File: config.mk
export PLATFORM = sky130hd
export DESIGN_NAME = mix_columns_pipe_flat
export DESIGN_NICKNAME = d
export VERILOG_FILES = /design/src/rtl/aes_pkg.sv /design/src/rtl/mix_columns_pipe_if.sv /design/src/rtl/mix_columns_pipe_comb.sv /design/src/rtl/mix_columns_pipe.sv /design/src/flat_wrapper.sv
export SDC_FILE = /design/constraint.sdc
export NUM_CORES = 1
export LEC_CHECK = 0
export ABC_AREA = 1
export CAP_MARGIN = 20
export CORE_MARGIN = 3
export CORE_UTILIZATION = 50
export CTS_BUF_LIST = sky130_fd_sc_hd__clkbuf_4 sky130_fd_sc_hd__clkbuf_8
export DETAILED_ROUTE_END_ITERATION = 16
export GPL_TIMING_DRIVEN = 0
export PLACE_DENSITY_LB_ADDON = 0.05
export SETUP_SLACK_MARGIN = 0.2
export SLEW_MARGIN = 40
export SYNTH_ARGS = -nofsm -noshare
export SYNTH_HDL_FRONTEND = slang
export SYNTH_SLANG_ARGS = --single-unit
export TNS_END_PERCENT = 50
File: constraint.sdc
create_clock -name clk -period 1.4 [get_ports clk]
set_input_delay 0.21 -clock clk [delete_from_list [all_inputs] [get_ports clk]]
set_output_delay 0.21 -clock clk [all_outputs]
set_load 0.01 [all_outputs]
File: src/rtl/aes_pkg.sv
// Shared AES round-datapath definitions: reduction polynomial, xtime, column type.
// The column type orders bytes so element 0 is row 0, which sits in bits [31:24].
package aes_pkg;

  localparam logic [7:0] GF_POLY = 8'h1B;

  typedef logic [0:3][7:0] column_t;

  // Multiply by x in GF(2^8) reduced by x^8 + x^4 + x^3 + x + 1.
  function automatic logic [7:0] xtime(input logic [7:0] a);
    return {a[6:0], 1'b0} ^ (a[7] ? GF_POLY : 8'h00);
  endfunction

endpackage

File: src/rtl/mix_columns_pipe_if.sv
// Beat interface of the MixColumns engine.
// Handshake: a beat transfers on a rising edge where valid & ready are both 1.
// The producer holds valid, data and mode stable until that edge, and ready
// never depends combinationally on valid of the same channel.
interface mix_columns_pipe_if #(
  parameter int NCOL = 4
);
  localparam int W = 32 * NCOL;

  logic         in_valid;
  logic         in_ready;
  logic [W-1:0] in_data;
  logic         in_inv;
  logic         out_valid;
  logic         out_ready;
  logic [W-1:0] out_data;
  logic         err_inv;

  modport master (
    output in_valid, in_data, in_inv, out_ready,
    input  in_ready, out_valid, out_data, err_inv
  );

  modport slave (
    input  in_valid, in_data, in_inv, out_ready,
    output in_ready, out_valid, out_data, err_inv
  );

endinterface

File: src/rtl/mix_columns_pipe_comb.sv
// Combines the registered byte products of one column into its MixColumns
// (or, with INV_MIX_EN defined, InvMixColumns) result. Pure XOR network.
module mix_column_comb
  import aes_pkg::*;
(
  output column_t res,
  input  column_t x1,
  input  column_t x2
`ifdef INV_MIX_EN
  ,
  input  column_t x4,
  input  column_t x8,
  input  logic    inv
`endif
);

  for (genvar i = 0; i < 4; i++) begin : g_row
    localparam logic [1:0] I0 = 2'(i);
    localparam logic [1:0] I1 = 2'((i + 1) % 4);
    localparam logic [1:0] I2 = 2'((i + 2) % 4);
    localparam logic [1:0] I3 = 2'((i + 3) % 4);

    logic [7:0] fwd;
    // 2*a0 ^ 3*a1 ^ a2 ^ a3, rotated per row
    assign fwd = x2[I0] ^ x2[I1] ^ x1[I1] ^ x1[I2] ^ x1[I3];

`ifdef INV_MIX_EN
    logic [7:0] rev;
    // 14 = 8^4^2, 11 = 8^2^1, 13 = 8^4^1, 9 = 8^1
    assign rev = (x8[I0] ^ x4[I0] ^ x2[I0])
               ^ (x8[I1] ^ x2[I1] ^ x1[I1])
               ^ (x8[I2] ^ x4[I2] ^ x1[I2])
               ^ (x8[I3] ^ x1[I3]);
    assign res[i] = inv ? rev : fwd;
`else
    assign res[i] = fwd;
`endif
  end

endmodule

File: src/rtl/mix_columns_pipe.sv
// Two-stage pipelined AES MixColumns engine, NCOL columns per beat.
// S1 registers per-byte GF(2^8) products, S2 registers the combined result.
// Optional feature macro: INV_MIX_EN adds InvMixColumns selected by in_inv;
// without it in_inv only drives the sticky err_inv flag.
module mix_columns_pipe
  import aes_pkg::*;
#(
  parameter int NCOL = 4
) (
  input logic               clk,
  input logic               rst_n,
  mix_columns_pipe_if.slave bus
);

  localparam int W = 32 * NCOL;

  // Whole pipeline moves together; a stalled S2 freezes S1 too, so bubbles
  // are kept rather than collapsed.
  logic en;
  assign en         = !bus.out_valid | bus.out_ready;
  assign bus.in_ready = en;

  column_t in_x1 [NCOL];
  column_t in_x2 [NCOL];
  column_t s1_x1 [NCOL];
  column_t s1_x2 [NCOL];
  logic    s1_valid;
`ifdef INV_MIX_EN
  column_t in_x4 [NCOL];
  column_t in_x8 [NCOL];
  column_t s1_x4 [NCOL];
  column_t s1_x8 [NCOL];
  logic    s1_inv;
`endif

  column_t      res [NCOL];
  logic [W-1:0] res_flat;
  logic [W-1:0] out_data_q;
  logic         out_valid_q;

  // Per-byte xtime products of the incoming beat
  always_comb begin
    for (int c = 0; c < NCOL; c++) begin
      in_x1[c] = bus.in_data[32*c +: 32];
      for (int b = 0; b < 4; b++) begin
        in_x2[c][b] = xtime(in_x1[c][b]);
`ifdef INV_MIX_EN
        in_x4[c][b] = xtime(in_x2[c][b]);
        in_x8[c][b] = xtime(in_x4[c][b]);
`endif
      end
    end
  end

  // S1: capture products, mode and valid when the pipeline advances
  always_ff @(posedge clk or negedge rst_n) begin
    if (!rst_n) begin
      s1_valid <= 1'b0;
      for (int c = 0; c < NCOL; c++) begin
        s1_x1[c] <= '0;
        s1_x2[c] <= '0;
`ifdef INV_MIX_EN
        s1_x4[c] <= '0;
        s1_x8[c] <= '0;
`endif
      end
`ifdef INV_MIX_EN
      s1_inv <= 1'b0;
`endif
    end else if (en) begin
      s1_valid <= bus.in_valid;
      for (int c = 0; c < NCOL; c++) begin
        s1_x1[c] <= in_x1[c];
        s1_x2[c] <= in_x2[c];
`ifdef INV_MIX_EN
        s1_x4[c] <= in_x4[c];
        s1_x8[c] <= in_x8[c];
`endif
      end
`ifdef INV_MIX_EN
      s1_inv <= bus.in_inv;
`endif
    end
  end

  for (genvar c = 0; c < NCOL; c++) begin : g_col
    mix_column_comb u_comb (
      .res (res[c]),
      .x1  (s1_x1[c]),
      .x2  (s1_x2[c])
`ifdef INV_MIX_EN
      ,
      .x4  (s1_x4[c]),
      .x8  (s1_x8[c]),
      .inv (s1_inv)
`endif
    );
    assign res_flat[32*c +: 32] = res[c];
  end

  // S2: register the combined columns as the output beat
  always_ff @(posedge clk or negedge rst_n) begin
    if (!rst_n) begin
      out_valid_q <= 1'b0;
      out_data_q  <= '0;
    end else if (en) begin
      out_valid_q <= s1_valid;
      out_data_q  <= res_flat;
    end
  end

  assign bus.out_valid = out_valid_q;
  assign bus.out_data  = out_data_q;

`ifdef INV_MIX_EN
  assign bus.err_inv = 1'b0;
`else
  logic err_inv_q;

  // Sticky: an inverse request accepted by a forward-only engine
  always_ff @(posedge clk or negedge rst_n) begin
    if (!rst_n) begin
      err_inv_q <= 1'b0;
    end else if (bus.in_valid & en & bus.in_inv) begin
      err_inv_q <= 1'b1;
    end
  end

  assign bus.err_inv = err_inv_q;
`endif

endmodule

File: src/flat_wrapper.sv
// flat-port wrapper written by rule: the top's interface ports become plain ports
module mix_columns_pipe_flat import aes_pkg::*;
#(
  parameter int NCOL = 4
)
  (clk, rst_n, bus_in_valid, bus_in_data, bus_in_inv, bus_out_ready, bus_in_ready, bus_out_valid, bus_out_data, bus_err_inv);
  mix_columns_pipe_if #(.NCOL(NCOL)) bus_i ();
  input logic clk;
  input logic rst_n;
  input wire logic [$bits(bus_i.in_valid)-1:0] bus_in_valid;
  input wire logic [$bits(bus_i.in_data)-1:0] bus_in_data;
  input wire logic [$bits(bus_i.in_inv)-1:0] bus_in_inv;
  input wire logic [$bits(bus_i.out_ready)-1:0] bus_out_ready;
  output wire logic [$bits(bus_i.in_ready)-1:0] bus_in_ready;
  output wire logic [$bits(bus_i.out_valid)-1:0] bus_out_valid;
  output wire logic [$bits(bus_i.out_data)-1:0] bus_out_data;
  output wire logic [$bits(bus_i.err_inv)-1:0] bus_err_inv;
  assign bus_i.in_valid = bus_in_valid;
  assign bus_i.in_data = bus_in_data;
  assign bus_i.in_inv = bus_in_inv;
  assign bus_i.out_ready = bus_out_ready;
  assign bus_in_ready = bus_i.in_ready;
  assign bus_out_valid = bus_i.out_valid;
  assign bus_out_data = bus_i.out_data;
  assign bus_err_inv = bus_i.err_inv;
  mix_columns_pipe #(.NCOL(NCOL)) u_core (.clk(clk), .rst_n(rst_n), .bus(bus_i));
endmodule
### Word level (Yosys, flattened, before mapping)

Index checks and enable logic that the tools add are counted.

* reduce and logical (&&, ||, !) cells: 1
* muxes and demuxes: 16
* bitwise operators: 83

Operators with widths (number)
* $xor 8x8->8: 80
* $mux 5: 16
* $and 1x1->1: 2
* $logic_not 1->1: 1
* $or 1x1->1: 1

* output and inout port bits: 131
* bits of input ports: 133
* logic and storage cells: 136
* flip-flop bits (word level): 387

### Depth between registers and ports, before layout

Gate-level depths: netlist of run 1.

* depth after elaboration: 4
* mapped depth: 9
* mapped depth without buffers: 8

### Modules after synthesis

From an unflattened synthesis of run 1, not the netlist that was laid out.

* cell total of the unflattened synthesis: 2769
* area total of the unflattened synthesis: 18182.4 µm²

By module, submodules not included
* mix_columns_pipe: area an instance 12176.7 µm², cells an instance 1441, times used 1, sequential area each 7682.4 µm²
* mix_column_comb: area an instance 1501.4 µm², cells an instance 332, times used 4, sequential area each 0.0 µm²

### Least setup slack after synthesis of run 1

No wires, ideal clock.

* kind: reg2reg
* start: register u_core.out_valid_q (netlist: u_core.bus.out_valid)
* end: register u_core.s1_x2[116] (netlist name)
* cell stages (with the launch flop): 9
* library setup time: 82 ps
* period minus slack after synthesis: 1320 ps
* data arrival time: 1238 ps
* buffers on the path: 2
* data required time: 1318 ps
* slack: 80 ps
* path through: dfrtp_1 -> inv_1 -> nor2_4 -> inv_2 -> buf_2 -> buf_2 -> nand2_1 -> nor2_1 -> a31oi_1

* word-level cells in the longest chain between the ends: 2

RTL lines
* start: declaration: line mix_columns_pipe.sv:39 `logic out_valid_q;`
* start signal: assignment: line mix_columns_pipe.sv:107 `out_valid_q <= s1_valid;`
* $logic_not 1->1: line mix_columns_pipe.sv:20 `assign en = !bus.out_valid | bus.out_ready;`
* $or 1x1->1: line mix_columns_pipe.sv:20
* end signal: indexed assignment: line mix_columns_pipe.sv:74 `s1_x2[c] <= in_x2[c];`
* end: declaration: line mix_columns_pipe.sv:26 `column_t s1_x2 [NCOL];`

Every way passes these cells.
A chain may end at the register's enable or synchronous reset.

### Worst setup path after layout of run 1

* start: register u_core.out_valid_q (netlist: u_core.bus.out_valid)
* end: register u_core.s1_x2[125] (netlist name)

The elaborated chain is that of the path after synthesis.

==> out/qor.txt, run 1 <==
Final Net Count: 3,090
total gr overflow: 0
GPL Wtd Cong: 0.912
DP Cell Count: 3,239
status: finished with violations
final WL: 66,700 um
RSZ-0062 raised after global routing: yes
Layout Skew: 0.0406 ns
# rows: 67
Initial Util: 0.508
post-route ant nets: 0
final std cells w/o fill: 3,444
clk buf depth: 3
failing checks: setup timing
Cell Pwr Density: 1460 nW/um2
minimum clock period: 1.88 ns
Internal Pwr Total: 22.4 mW
Finished Cell Area: 25,400 um2
type of the tightest min-delay check: input port to flop
Initial DRC Count: 1,613
Final Hold Fails: 0
Post-DP Area: 20,500 um2
min setup slack post-route: -0.476 ns
worst path required time: 1.90 ns
WL/cell: 19.4 um
Ant. Diodes: 0
crit start category: flop
full die area: 36,400 um2
Max Slew Vio Count: 0
via count: 19,200
Die Height: 191 um
Core Region: 33,600 um2
Final Cycle Share: 1.34
cell count after synthesis: 2,523
Port Buffer Count: 263
sequential fraction of the synthesis area: 0.449
Mapped Area: 17,100 um2
Slew @ Worst Pin: 0.508 ns
crit path capture type: flop
Combinational Power Share: 0.421
switch share: 0.396
CTS buffer count: 53
H-Tree Depth: 2
Flop pwr share: 0.342
setup_tns: -97.32 ns
Clock Sinks: 307
GR Util met1: 0.444
Max-Cap Viols: 0
Max FO, Critical Path: 8
share of layout cells above drive strength 1: 0.238
gr busiest metal: met2
drt drc: 0
DIE WIDTH: 191 um
post-DR vias/cell: 5.58
Max VDD drop: 0.885 mV
vias in the first global route: 18,000
Area Growth Syn to Fin: 48.7%
drt pass-1 iters: 6
I/O pin total: 264
clock share of power: 0.237
Setup CP Type: flop to flop
worst-skew pair later-pin latency: 0.65 ns
Synth cell types: 17
largest net degree at the start of global routing: 75
HPWL after DPL: 41,300 um
CTS tree: yes
root buffer cell: clkbuf_8
#FFs+latches synth: 307
CP arrival: 2.38 ns
global-route wire length before repair: 95,900 um
Clk pin slew, worst setup/hold paths: 0.06 ns
LEAKAGE: 13.4 nW
Psw: 14.7 mW
Synth Net Count: 2,656
global-route usage over all layers: 0.338
total power: 37.0 mW
Global Route met2 Usage: 0.549
Synth Warn #: 0
Final setup viols: 315
initial antenna violation count: 0
Slew HR: 0.661
Synth Area per Inst: 6.77 um2
M3 GR Usage: 0.0669
fmax: 533 MHz
power by group through the flow:
stage / sequential, mW / combinational [mW] / clock, mW
after global placement: 12.7 / 12.3 / 0
after detailed placement: 12.7 / 12.6 / 0
after CTS: 12.6 / 13.4 / 8.83
after global routing: 12.9 / 17.0 / 9.23
after floorplan: 13.1 / 6.39 / 0
final: 12.7 / 15.6 / 8.77
cells in the final DEF (no fill, tap or decap), types with 27 or more instances in the layout:
cell,netlist,final
dfrtp_1,307,307
nand3_2,0,57
buf_6,0,38
buf_2,23,115
clkdlybuf4s50_1,0,131
nand3_1,333,253
buf_12,0,31
clkbuf_8,0,70
nand2_8,0,35
clkbuf_16,0,30
xnor2_1,39,39
nand2_4,0,46
o21ai_1,3,53
o21ai_2,0,76
inv_1,229,228
nand2_2,0,48
nor2_1,39,27
buf_4,0,52
a31oi_1,39,28
nand2_1,1286,1157
critical path: stages (launching register included):
cell	delay [ns]
dfrtp_1	0.36
inv_2	0.05
nor2_4	0.18
inv_4	0.05
buf_4	0.13
buf_6	0.11
buf_6	0.12
buf_6	0.12
buf_12	0.15
buf_12	0.15
clkbuf_16	0.18
nand2_2	0.06
o21ai_1	0.05
cell type report:
type | instances | area [um2]
multi-input cells | 1917 | 10400
clock inverters | 8 | 42.5
clock buffers | 86 | 1080
flip-flops and latches | 307 | 7680
repair buffers | 379 | 3770
inverters | 230 | 866
well taps | 448 | 561
plain buffers | 69 | 1050
fillers | 2500 | 8200
flip-flops by register name, summed over array words and instances, names as in the netlist:
register,flops
u_core.s1_valid,1
u_core.bus.out_valid,1
u_core.s1_x1,64
u_core.bus.err_inv,1
u_core.s1_x2,112
u_core.bus.out_data,128
metrics by stage:
step,hold WS (ns),worst slack [ns],util
2_1_floorplan,-0.0856,0.135,-
3_3_place_gp,0.433,-13.37,0.607
3_5_place_dp,0.00631,-0.825,0.611
4_1_cts,0.0867,-0.454,0.692
5_1_grt,0.0948,-0.550,0.756
6_report,0.124,-0.476,0.756
layer usage:
layer / wire, um / up-vias / share of wire
li1: - / 8865 / -
met1: 25500 / 9114 / 0.38
met2: 31000 / 1015 / 0.47
met3: 6450 / 231 / 0.097
met4: 3680 / 0 / 0.055
met5: 0 / - / 0
path summary, 6_finish.rpt:
kind / from / endpoint / slack (ns) / cells after the start
hold / removal: bus_in_data[109] / u_core.s1_x2[14] / 0.12 / 3
max in group asynchronous: rst_n / u_core.bus.out_data[23] / 0.52 / 4
setup / recovery: u_core.bus.out_valid / u_core.s1_x2[125] / -0.48 / 12
min in group asynchronous: rst_n / u_core.bus.out_data[70] / 0.19 / 3
hold reg to reg: u_core.s1_valid / u_core.bus.out_valid / 0.47 / 2
setup reg to reg: u_core.bus.out_valid / u_core.s1_x2[125] / -0.48 / 12
synth_stat cells:
library cell	instances	share of area
a31o_2	1	0.00051
xor2_1	23	0.012
inv_1	229	0.050
o21ai_1	3	0.00088
o21ai_0	141	0.041
a31oi_1	39	0.014
nand3_1	333	0.098
nor2_4	1	0.00066
nand3b_1	12	0.0053
buf_1	7	0.0015
nand2_1	1286	0.28
dfrtp_1	307	0.45
buf_2	23	0.0067
clkbuf_1	39	0.0086
xnor2_1	39	0.020
nor2_1	39	0.0086
inv_2	1	0.00022
kinds of logic (layout without fill, tap and decap cells):
logic type,Yosys count,after routing,synth area share
flip-flops,307,307,0.449
buffers and inverters,299,772,0.0673
XOR/XNOR,62,62,0.0318
AO/OA/AOI/OAI,184,184,0.0570
AND/OR/NAND/NOR,1671,1671,0.394
timing repair:
action / CTS / global route
hold buffers: 2 / 0
endpoints found under the setup margin: 438 / 438
endpoints found under the hold margin: 255 / 0
gates resized for setup: 932 / 426
pin swaps: 8 / 77
cloned: 18 / 12
setup buffers: 61 / 18
(Power assumes the default switching activity.)
==> run 2: changes to the inputs <==
- ABC_AREA: 1 -> not set
==> out/qor.txt, run 2 <==
clk buf depth: 3 (unchanged)
Cell Pwr Density: 1790 nW/um2 (was 1460 nW/um2)
Clock Sinks: 307 (unchanged)
max FFs per register: 128 (unchanged)
Synth cell types: 24 (was 17)
Max-Cap Viols: 0 (unchanged)
minimum clock period: 1.86 ns (was 1.88 ns)
Synth Area per Inst: 10.6 um2 (was 6.77 um2)
Initial Util: 0.509 (was 0.508)
final design utilization: 0.692 (was 0.756)
Slew @ Worst Pin: 0.597 ns (was 0.508 ns)
full die area: 33,500 um2 (was 36,400 um2)
leading cell type in the layout, fill and taps excluded: nand2_1 (unchanged)
crit path capture type: output pin (was flop)
CTS tree: yes (unchanged)
#FFs+latches synth: 307 (unchanged)
Clk pin slew, worst setup/hold paths: 0.07 ns (was 0.06 ns)
fmax: 537 MHz (was 533 MHz)
Slew HR: 0.602 (was 0.661)
largest net degree at the start of global routing: 64 (was 75)
cell count after synthesis: 1,476 (was 2,523)
worst-skew pair later-pin latency: 0.57 ns (was 0.65 ns)
post-route ant nets: 0 (unchanged)
post-synth top area share: 0.491 (was 0.449)
HPWL after DPL: 31,600 um (was 41,300 um)
Initial DRC Count: 630 (was 1,613)
final WL: 46,400 um (was 66,700 um)
crit start category: flop (unchanged)
Finished Cell Area: 21,300 um2 (was 25,400 um2)
share of layout cells above drive strength 1: 0.234 (was 0.238)
H-Tree Depth: 2 (unchanged)
drt pass-1 iters: 5 (was 6)
initial antenna violation count: 2 (was 0)
Synth Warn #: 0 (unchanged)
most common cell in the netlist: nand2_1 (unchanged)
LEAKAGE: 10.4 nW (was 13.4 nW)
Ant. Diodes: 0 (unchanged)
Synth Net Count: 1,609 (was 2,656)
via count: 11,800 (was 19,200)
synth cell count leaders: nand2_1, dfrtp_1, xnor2_1 (was nand2_1, nand3_1, dfrtp_1)
most frequent cells in the layout: nand2_1, dfrtp_1, xnor2_1, clkdlybuf4s50_1, xnor3_1 (was nand2_1, dfrtp_1, nand3_1, inv_1, clkdlybuf4s50_1)
largest area contributor in the netlist: dfrtp_1 (unchanged)
WL/cell: 20.1 um (was 19.4 um)
DP Cell Count: 2,140 (was 3,239)
Area Growth Syn to Fin: 36.0% (was 48.7%)
CTS buffer count: 54 (was 53)
Mapped Area: 15,600 um2 (was 17,100 um2)
global-route wire length before repair: 68,300 um (was 95,900 um)
Fillers: 2,402 (was 2,500)
RSZ-0062 raised after global routing: yes (unchanged)
DIE WIDTH: 183 um (was 191 um)
Final setup viols: 304 (was 315)
failing checks: setup timing (unchanged)
final std cells w/o fill: 2,310 (was 3,444)
Final Cycle Share: 1.33 (was 1.34)
global-route usage over all layers: 0.266 (was 0.338)
ys flop type: dfrtp_1 (unchanged)
total gr overflow: 0 (unchanged)
sequential fraction of the synthesis area: 0.491 (was 0.449)
Max FO, Critical Path: 2 (was 8)
worst path required time: 1.19 ns (was 1.90 ns)
status: finished with violations (unchanged)
synth top area cells: dfrtp_1, xnor3_1, nand2_1 (was dfrtp_1, nand2_1, nand3_1)
drt drc: 0 (unchanged)
number of synthesized flops with an enable pin: 0 (unchanged)
CP arrival: 1.65 ns (was 2.38 ns)
post-DR vias/cell: 5.11 (was 5.58)
ys async rst share: 1.00 (unchanged)
min setup slack post-route: -0.462 ns (was -0.476 ns)
GPL Wtd Cong: 0.840 (was 0.912)
Port Buffer Count: 263 (unchanged)
# rows: 64 (was 67)
Max VDD drop: 0.933 mV (was 0.885 mV)
vias in the first global route: 11,900 (was 18,000)
Setup CP Type: flop to output pin (was flop to flop)
I/O pin total: 264 (unchanged)
Core Region: 30,700 um2 (was 33,600 um2)
Layout Skew: 0.0222 ns (was 0.0406 ns)
type of the tightest min-delay check: input port to async pin (was input port to flop)
pre-CTS setup slack: -0.865 ns (was -0.825 ns)
root buffer cell: clkbuf_8 (unchanged)
Max Slew Vio Count: 0 (unchanged)
Post-DP Area: 19,000 um2 (was 20,500 um2)
Final Hold Fails: 0 (unchanged)
Die Height: 183 um (was 191 um)
Final Net Count: 2,005 (was 3,090)
-- run 2: cell types whose count changed in the layout (fill, tap and decap cells not counted), moves of 30 or more --
cell / previous run / this run
o21ai_2: 76 / 5
o21ai_0: 13 / 47
inv_1: 228 / 0
nand2_8: 35 / 0
nand2_2: 48 / 15
nand2_4: 46 / 0
xnor3_1: 0 / 93
nand2_1: 1157 / 507
o21ai_1: 53 / 83
clkbuf_2: 6 / 58
nand3_2: 57 / 0
buf_2: 115 / 82
xnor2_1: 39 / 186
nand3_1: 253 / 0
-- run 2: kinds of logic after synthesis --
family          Yosys count  share of synthesized area
simple gates            561                      0.135
xor+xnor                343                      0.285
flops                   307                      0.491
compound gates          173                     0.0563
buf+inv                  88                     0.0295
mux                       4                    0.00288
-- run 2: final timing paths --
path                                      start                      to  slack (ns)  depth (start not counted)
setup / recovery           u_core.bus.out_valid            bus_in_ready       -0.46                          7
hold / removal                            rst_n        u_core.s1_x2[50]        0.12                          2
setup reg to reg           u_core.bus.out_valid        u_core.s1_x2[85]       -0.26                         10
hold reg to reg                 u_core.s1_valid    u_core.bus.out_valid        0.47                          1
max in group asynchronous                 rst_n  u_core.bus.out_data[2]        0.39                          4
min in group clk                bus_in_data[60]        u_core.s1_x2[93]        0.16                          3
-- run 2: worst max-delay path, stage by stage (launching register included) --
cell and delay, ns:
dfrtp_1 0.34, nor2b_4 0.17, buf_8 0.11, buf_8 0.10
inv_6 0.03, buf_8 0.11, buf_12 0.12, buf_6 0.11
-- run 2: timing repair --
action                     CTS  global route
hold endpoints to repair   251             0
gates resized for setup    426           272
hold buffers                 1             0
pin swaps                    0             1
setup buffers               17            36
cloned                       0            18
setup endpoints to repair  438           438
-- run 2: metrics by stage --
stage          power, mW  setup TNS, ns  hold WS, ns
4_1_cts             37.4         -49.54       0.0902
6_report            38.1         -49.48        0.118
3_5_place_dp        28.5        -170.42        0.120
2_1_floorplan       21.7              0      -0.0856
5_1_grt             40.2         -73.47        0.122
3_3_place_gp        28.2       -4272.93        0.445
-- run 2: power breakdown --
group	total [mW]	leakage [nW]	internal [mW]	switching, mW
combinational	15.1	6.04	8.32	6.78
sequential	13.7	3.65	11.5	2.21
clock	9.33	0.661	5.54	3.79
total	38.1	10.4	25.4	12.8
-- run 2: routing by layer --
layer  GRT usage  share of wire  vias up
li1            -              -     5512
met1       0.362           0.43     5849
met2       0.447           0.49      378
met3      0.0518          0.060       71
met4      0.0661          0.020        4
met5           0        0.00060        -
-- run 2: final cells by class --
class	instances	area, um2	area share
Clock buffer	92	1160	0.0545
Inverter	1	8.76	0.000412
Multi-Input combinational cell	1081	7700	0.362
Timing Repair Buffer	340	3140	0.147
Clock inverter	6	80.1	0.00376
Tap cell	396	495	0.0233
Buffer	87	1020	0.0480
Sequential cell	307	7680	0.361
==> run 3: changes to the inputs <==
- CORE_MARGIN: 3 -> not set
==> out/qor.txt, run 3 (synthesis results as in run 2) <==
status: finished with violations (unchanged)
failing checks: setup timing (unchanged)
HPWL after DPL: 30,700 um (was 31,600 um)
most frequent cells in the layout: nand2_1, dfrtp_1, xnor2_1, clkdlybuf4s50_1, nand2_2 (was nand2_1, dfrtp_1, xnor2_1, clkdlybuf4s50_1, xnor3_1)
drt drc: 0 (unchanged)
largest net degree at the start of global routing: 77 (was 64)
CTS buffer count: 53 (was 54)
Final Cycle Share: 1.40 (was 1.33)
drt pass-1 iters: 5 (unchanged)
worst-skew pair later-pin latency: 0.59 ns (was 0.57 ns)
Area Growth Syn to Fin: 42.5% (was 36.0%)
min setup slack post-route: -0.565 ns (was -0.462 ns)
post-route ant nets: 0 (unchanged)
CTS tree: yes (unchanged)
final design utilization: 0.727 (was 0.692)
Port Buffer Count: 263 (unchanged)
vias in the first global route: 11,500 (was 11,900)
Slew HR: 0.678 (was 0.602)
crit start category: flop (unchanged)
CP Launch Point: u_core.bus.out_valid (unchanged)
Initial Util: 0.510 (was 0.509)
max FFs per register: 128 (unchanged)
full die area: 32,000 um2 (was 33,500 um2)
Max FO, Critical Path: 2 (unchanged)
Final setup viols: 337 (was 304)
crit path capture type: output pin (unchanged)
Max VDD drop: 0.884 mV (was 0.933 mV)
Core Region: 30,700 um2 (about the same)
Layout Skew: 0.0319 ns (was 0.0222 ns)
H-Tree Depth: 2 (unchanged)
share of layout cells above drive strength 1: 0.305 (was 0.234)
leading cell type in the layout, fill and taps excluded: nand2_1 (unchanged)
Die Height: 179 um (was 183 um)
RSZ-0062 raised after global routing: yes (unchanged)
worst path required time: 1.19 ns (about the same)
global-route wire length before repair: 66,800 um (was 68,300 um)
Worst Reg-to-Reg Cells: 11 (was 10)
switch share: 0.343 (was 0.335)
Final Hold Fails: 0 (unchanged)
Internal Pwr Total: 25.6 mW (was 25.4 mW)
total gr overflow: 0 (unchanged)
Max Slew Vio Count: 0 (unchanged)
Reg-to-Reg End: u_core.s1_x2[117] (was u_core.s1_x2[85])
final WL: 47,500 um (was 46,400 um)
LEAKAGE: 11.0 nW (was 10.4 nW)
WL/cell: 20.5 um (was 20.1 um)
Final Net Count: 2,013 (was 2,005)
I/O pin total: 264 (unchanged)
Finished Cell Area: 22,300 um2 (was 21,300 um2)
global-route usage over all layers: 0.283 (was 0.266)
type of the tightest min-delay check: input port to async pin (unchanged)
initial antenna violation count: 1 (was 2)
Combinational Power Share: 0.417 (was 0.396)
Max-Cap Viols: 0 (unchanged)
setup_tns: -114.08 ns (was -49.48 ns)
Cell Pwr Density: 1740 nW/um2 (was 1790 nW/um2)
Critical R2R Launch: u_core.bus.out_valid (unchanged)
Setup CP Type: flop to output pin (unchanged)
Initial DRC Count: 682 (was 630)
worst setup path endpoint: bus_in_ready (unchanged)
CP arrival: 1.75 ns (was 1.65 ns)
clk buf depth: 3 (unchanged)
# rows: 64 (unchanged)
Psw: 13.3 mW (was 12.8 mW)
fmax: 509 MHz (was 537 MHz)
Fin Hold WS: 0.129 ns (was 0.118 ns)
Flop pwr share: 0.359 (was 0.360)
Clk pin slew, worst setup/hold paths: 0.06 ns (was 0.07 ns)
Clock Sinks: 307 (unchanged)
Slew @ Worst Pin: 0.481 ns (was 0.597 ns)
post-DR vias/cell: 5.15 (was 5.11)
reg2reg setup slack: -0.47 ns (was -0.26 ns)
Post-DP Area: 19,000 um2 (about the same)
root buffer cell: clkbuf_8 (unchanged)
via count: 11,900 (was 11,800)
GPL Wtd Cong: 0.894 (was 0.840)
DIE WIDTH: 179 um (was 183 um)
Fillers: 2,200 (was 2,402)
clock share of power: 0.225 (was 0.245)
minimum clock period: 1.96 ns (was 1.86 ns)
-- run 3: area by class of cell --
cell class,count,area (um2),share of cell area
Inverter,1,8.76,0.000393
Clock buffer,89,1120,0.0502
Antenna cell,1,2.50,0.000112
Tap cell,396,495,0.0222
Multi-Input combinational cell,1081,8370,0.376
Timing Repair Buffer,349,3570,0.160
Buffer,87,1000,0.0450
Clock inverter,6,32.5,0.00146
Sequential cell,307,7680,0.345
-- run 3: timing repair --
action / in CTS / in global routing
setup endpoints to repair: 438 / 438
setup buffers: 13 / 39
resized for setup: 208 / 548
gates cloned: 7 / 22
hold buffers: 1 / 0
hold endpoints to repair: 261 / 0
pin swaps: 1 / 85
-- run 3: routing by layer --
metal | track usage | part of all wire
met1 | 0.389 | 0.42
met5 | 0 | 0.00027
met3 | 0.0549 | 0.067
met2 | 0.455 | 0.48
met4 | 0.0847 | 0.033
-- run 3: worst max-delay path, stage by stage (launching register included) --
cell and delay, ns:
dfrtp_1 0.38, nor2b_4 0.19, buf_8 0.11, buf_8 0.10
inv_6 0.03, buf_8 0.11, buf_8 0.12, buf_6 0.11
-- run 3: metrics by stage --
step | setup WS, ns | instances | power (mW)
2_1_floorplan | 0.0226 | 1476 | 21.7
3_3_place_gp | -13.36 | 2135 | 28.2
3_5_place_dp | -0.880 | 2139 | 28.4
4_1_cts | -0.595 | 2255 | 37.6
5_1_grt | -0.613 | 2316 | 40.9
6_report | -0.565 | 2317 | 38.9
-- run 3: power groups by stage --
stage | clock [mW] | combinational [mW] | sequential (mW)
after floorplan | 0 | 7.60 | 14.1
after global placement | 0 | 14.5 | 13.7
after detailed placement | 0 | 14.7 | 13.7
after CTS | 8.84 | 15.1 | 13.7
after global routing | 9.30 | 17.4 | 14.2
final | 8.74 | 16.2 | 13.9
-- run 3: worst min path at each step --
| stage | start | end | slack, ns | depth (start not counted) |
|---|---|---|---|---|
| 5_1_grt | bus_in_data[61] | u_core.s1_x2[94] | 0.12 | 3 |
| 3_3_place_gp | u_core.s1_valid | u_core.s1_valid | 0.45 | 2 |
| 6_report | rst_n | u_core.bus.out_data[73] | 0.13 | 2 |
| 2_1_floorplan | rst_n | u_core.bus.err_inv | -0.09 | 0 |
| 3_5_place_dp | rst_n | u_core.bus.out_data[73] | 0.16 | 1 |
| 4_1_cts | bus_in_data[36] | u_core.s1_x2[69] | 0.11 | 3 |
==> patch: new RTL, settings of run 3 <==
`NCOL` is set to 4 in 3 places; all go to 8.
--- a/src/rtl/mix_columns_pipe_if.sv
+++ b/src/rtl/mix_columns_pipe_if.sv
@@ -4,5 +4,5 @@
 // never depends combinationally on valid of the same channel.
 interface mix_columns_pipe_if #(
-  parameter int NCOL = 4
+  parameter int NCOL = 8
 );
   localparam int W = 32 * NCOL;
--- a/src/rtl/mix_columns_pipe.sv
+++ b/src/rtl/mix_columns_pipe.sv
@@ -6,5 +6,5 @@
   import aes_pkg::*;
 #(
-  parameter int NCOL = 4
+  parameter int NCOL = 8
 ) (
   input logic               clk,
--- a/src/flat_wrapper.sv
+++ b/src/flat_wrapper.sv
@@ -2,5 +2,5 @@
 module mix_columns_pipe_flat import aes_pkg::*;
 #(
-  parameter int NCOL = 4
+  parameter int NCOL = 8
 )
   (clk, rst_n, bus_in_valid, bus_in_data, bus_in_inv, bus_out_ready, bus_in_ready, bus_out_valid, bus_out_data, bus_err_inv);
Ports: changed (resized bus_in_data and bus_out_data); port bits go from 264 to 520. The function was not compared with the original's and may differ.
==> patch against run 3 <==
The flow finishes with violations (hold timing, setup timing); sequential cell count increased by 304; routed wire length increased by 130%; final area increased by 100%; sequential share of layout area decreased by 0.84 points; via count increased by 110%; worst setup slack got worse by 0.24 ns; total power increased by 110%; synthesized area increased by 99%; critical endpoint unchanged; largest power group unchanged; highest routed layer unchanged.
==> patch: results (changes against run 3) <==
Outcome
  • Outcome: complete, but fails checks
  • Failing checks: hold timing, setup timing

Floorplan
  • # Taps: 837 (+110%)

Clock network
  • Cts bufs inserted: 106 (+100%)
  • H-tree levels: 3 (+1)
  • Cts-stage hold buffer count: 13 (+12)
  • Sink Count: 611 (+99%)
  • Post CTS Setup Buffer Count: 16 (+3)

Placed design
  • HPWL after DPL: 72.7 mm (+140%)
  • Placed cell count: 4314 (+100%)
  • Dpl ws: -1.18 ns (-0.297 ns)
  • Placed cell area: 0.0379 sq mm (+100%)
  • Port-buffer cells: 519 (+97%)
  • RD Place Congestion: 0.915 (+2.4%)

Worst setup path
  • RR Endpoint: u_core.bus.out_data[27]
  • Worst path max stage delay: 0.35 ns (-0.03 ns)
  • R2r setup slk: -0.69 ns (-0.22 ns)
  • Arrival @ worst endpoint: 1.99 ns (+0.24 ns)

Yosys
  • Synth cell types: 23 (-4.2%)
  • Net Count, Synth: 3213 (+100%)
  • Synth top area cells: dfrtp_1, xnor3_1, nand2_1, xnor2_1, o21ai_0
  • Post-synth top cells: nand2_1, dfrtp_1, xnor2_1

Final layout
  • Signal buf overhead: 0.208 (+0.00313)
  • Register area: 0.0153 sq mm (+99%)
  • Fin nets: 4001 (+99%)
  • Clk tree area frac: 0.0486 (-0.00305)
  • Multi-input combinational area share: 0.383 (+0.00727)
  • Sequential cell area share: 0.336 (-0.00838)
  • Fill count: 4264 (+94%)
  • CLK BUF: 175 (+97%)
  • Layout cells sized above 1: 0.324 (+0.0189)
  • Diode count: 10 (+9)

Power and ir drop
  • Sw power: 28.7 mW (+120%)
  • VDD IR max: 1.11 mV (+26%)

STA
  • Setup total negative slack: -399.40 ns (-285.32 ns)
  • Final Setup Violations: 870 (+160%)
  • Worst clock skew: 0.0180 ns (-0.0139 ns)
  • Final Hold Fails: 248 (+248)
  • Hold Worst Slack: -0.566 ns (-0.694 ns)
  • Setup slack after layout: -0.802 ns (-0.237 ns)
  • Slew headroom: 0.462 (-0.216)

Global routing
  • First-pass GRT wire length: 149 mm (+120%)
  • Largest net degree at the start of global routing: 105 (+36%)
  • Initial antenna violation count: 12 (+11)

Detailed routing
  • WL/cell: 23.3 um (+13%)
  • DR vias/cell: 5.32 (+3.3%)
  • Iteration-0 DRC count of the detailed router: 1747 (+160%)
  • Final WL: 108 mm (+130%)
[patch: power groups by stage]
stage	sequential (mW)	clock, mW	combinational, mW
CTS	27.4	17.4	30.9
detailed placement	27.5	0	30.4
global route	28.9	18.2	37.1
finish	28.4	17.2	35.0
floorplan	28.1	0	15.4
global placement	27.6	0	29.7
[patch: per-layer routing]
layer  vias to the layer above  track usage  share of wire
li1                      11100            -              -
met1                     12600        0.440           0.42
met2                       970        0.497           0.48
met3                       204       0.0591          0.070
met4                         4        0.114          0.035
met5                         -            0        0.00021
[patch: cells by family (layout without fill, tap and decap cells)]
| kind of cell | after synthesis | in the layout | share of synthesized area |
|---|---|---|---|
| AOI/OAI and AO/OA | 349 | 349 | 0.0565 |
| xor gates and xnor gates | 688 | 688 | 0.284 |
| buffers and inverters | 179 | 1040 | 0.0308 |
| DFF | 611 | 611 | 0.491 |
| muxes | 4 | 4 | 0.00145 |
| other | 0 | 10 | 0 |
| and+or+nand+nor | 1121 | 1121 | 0.136 |
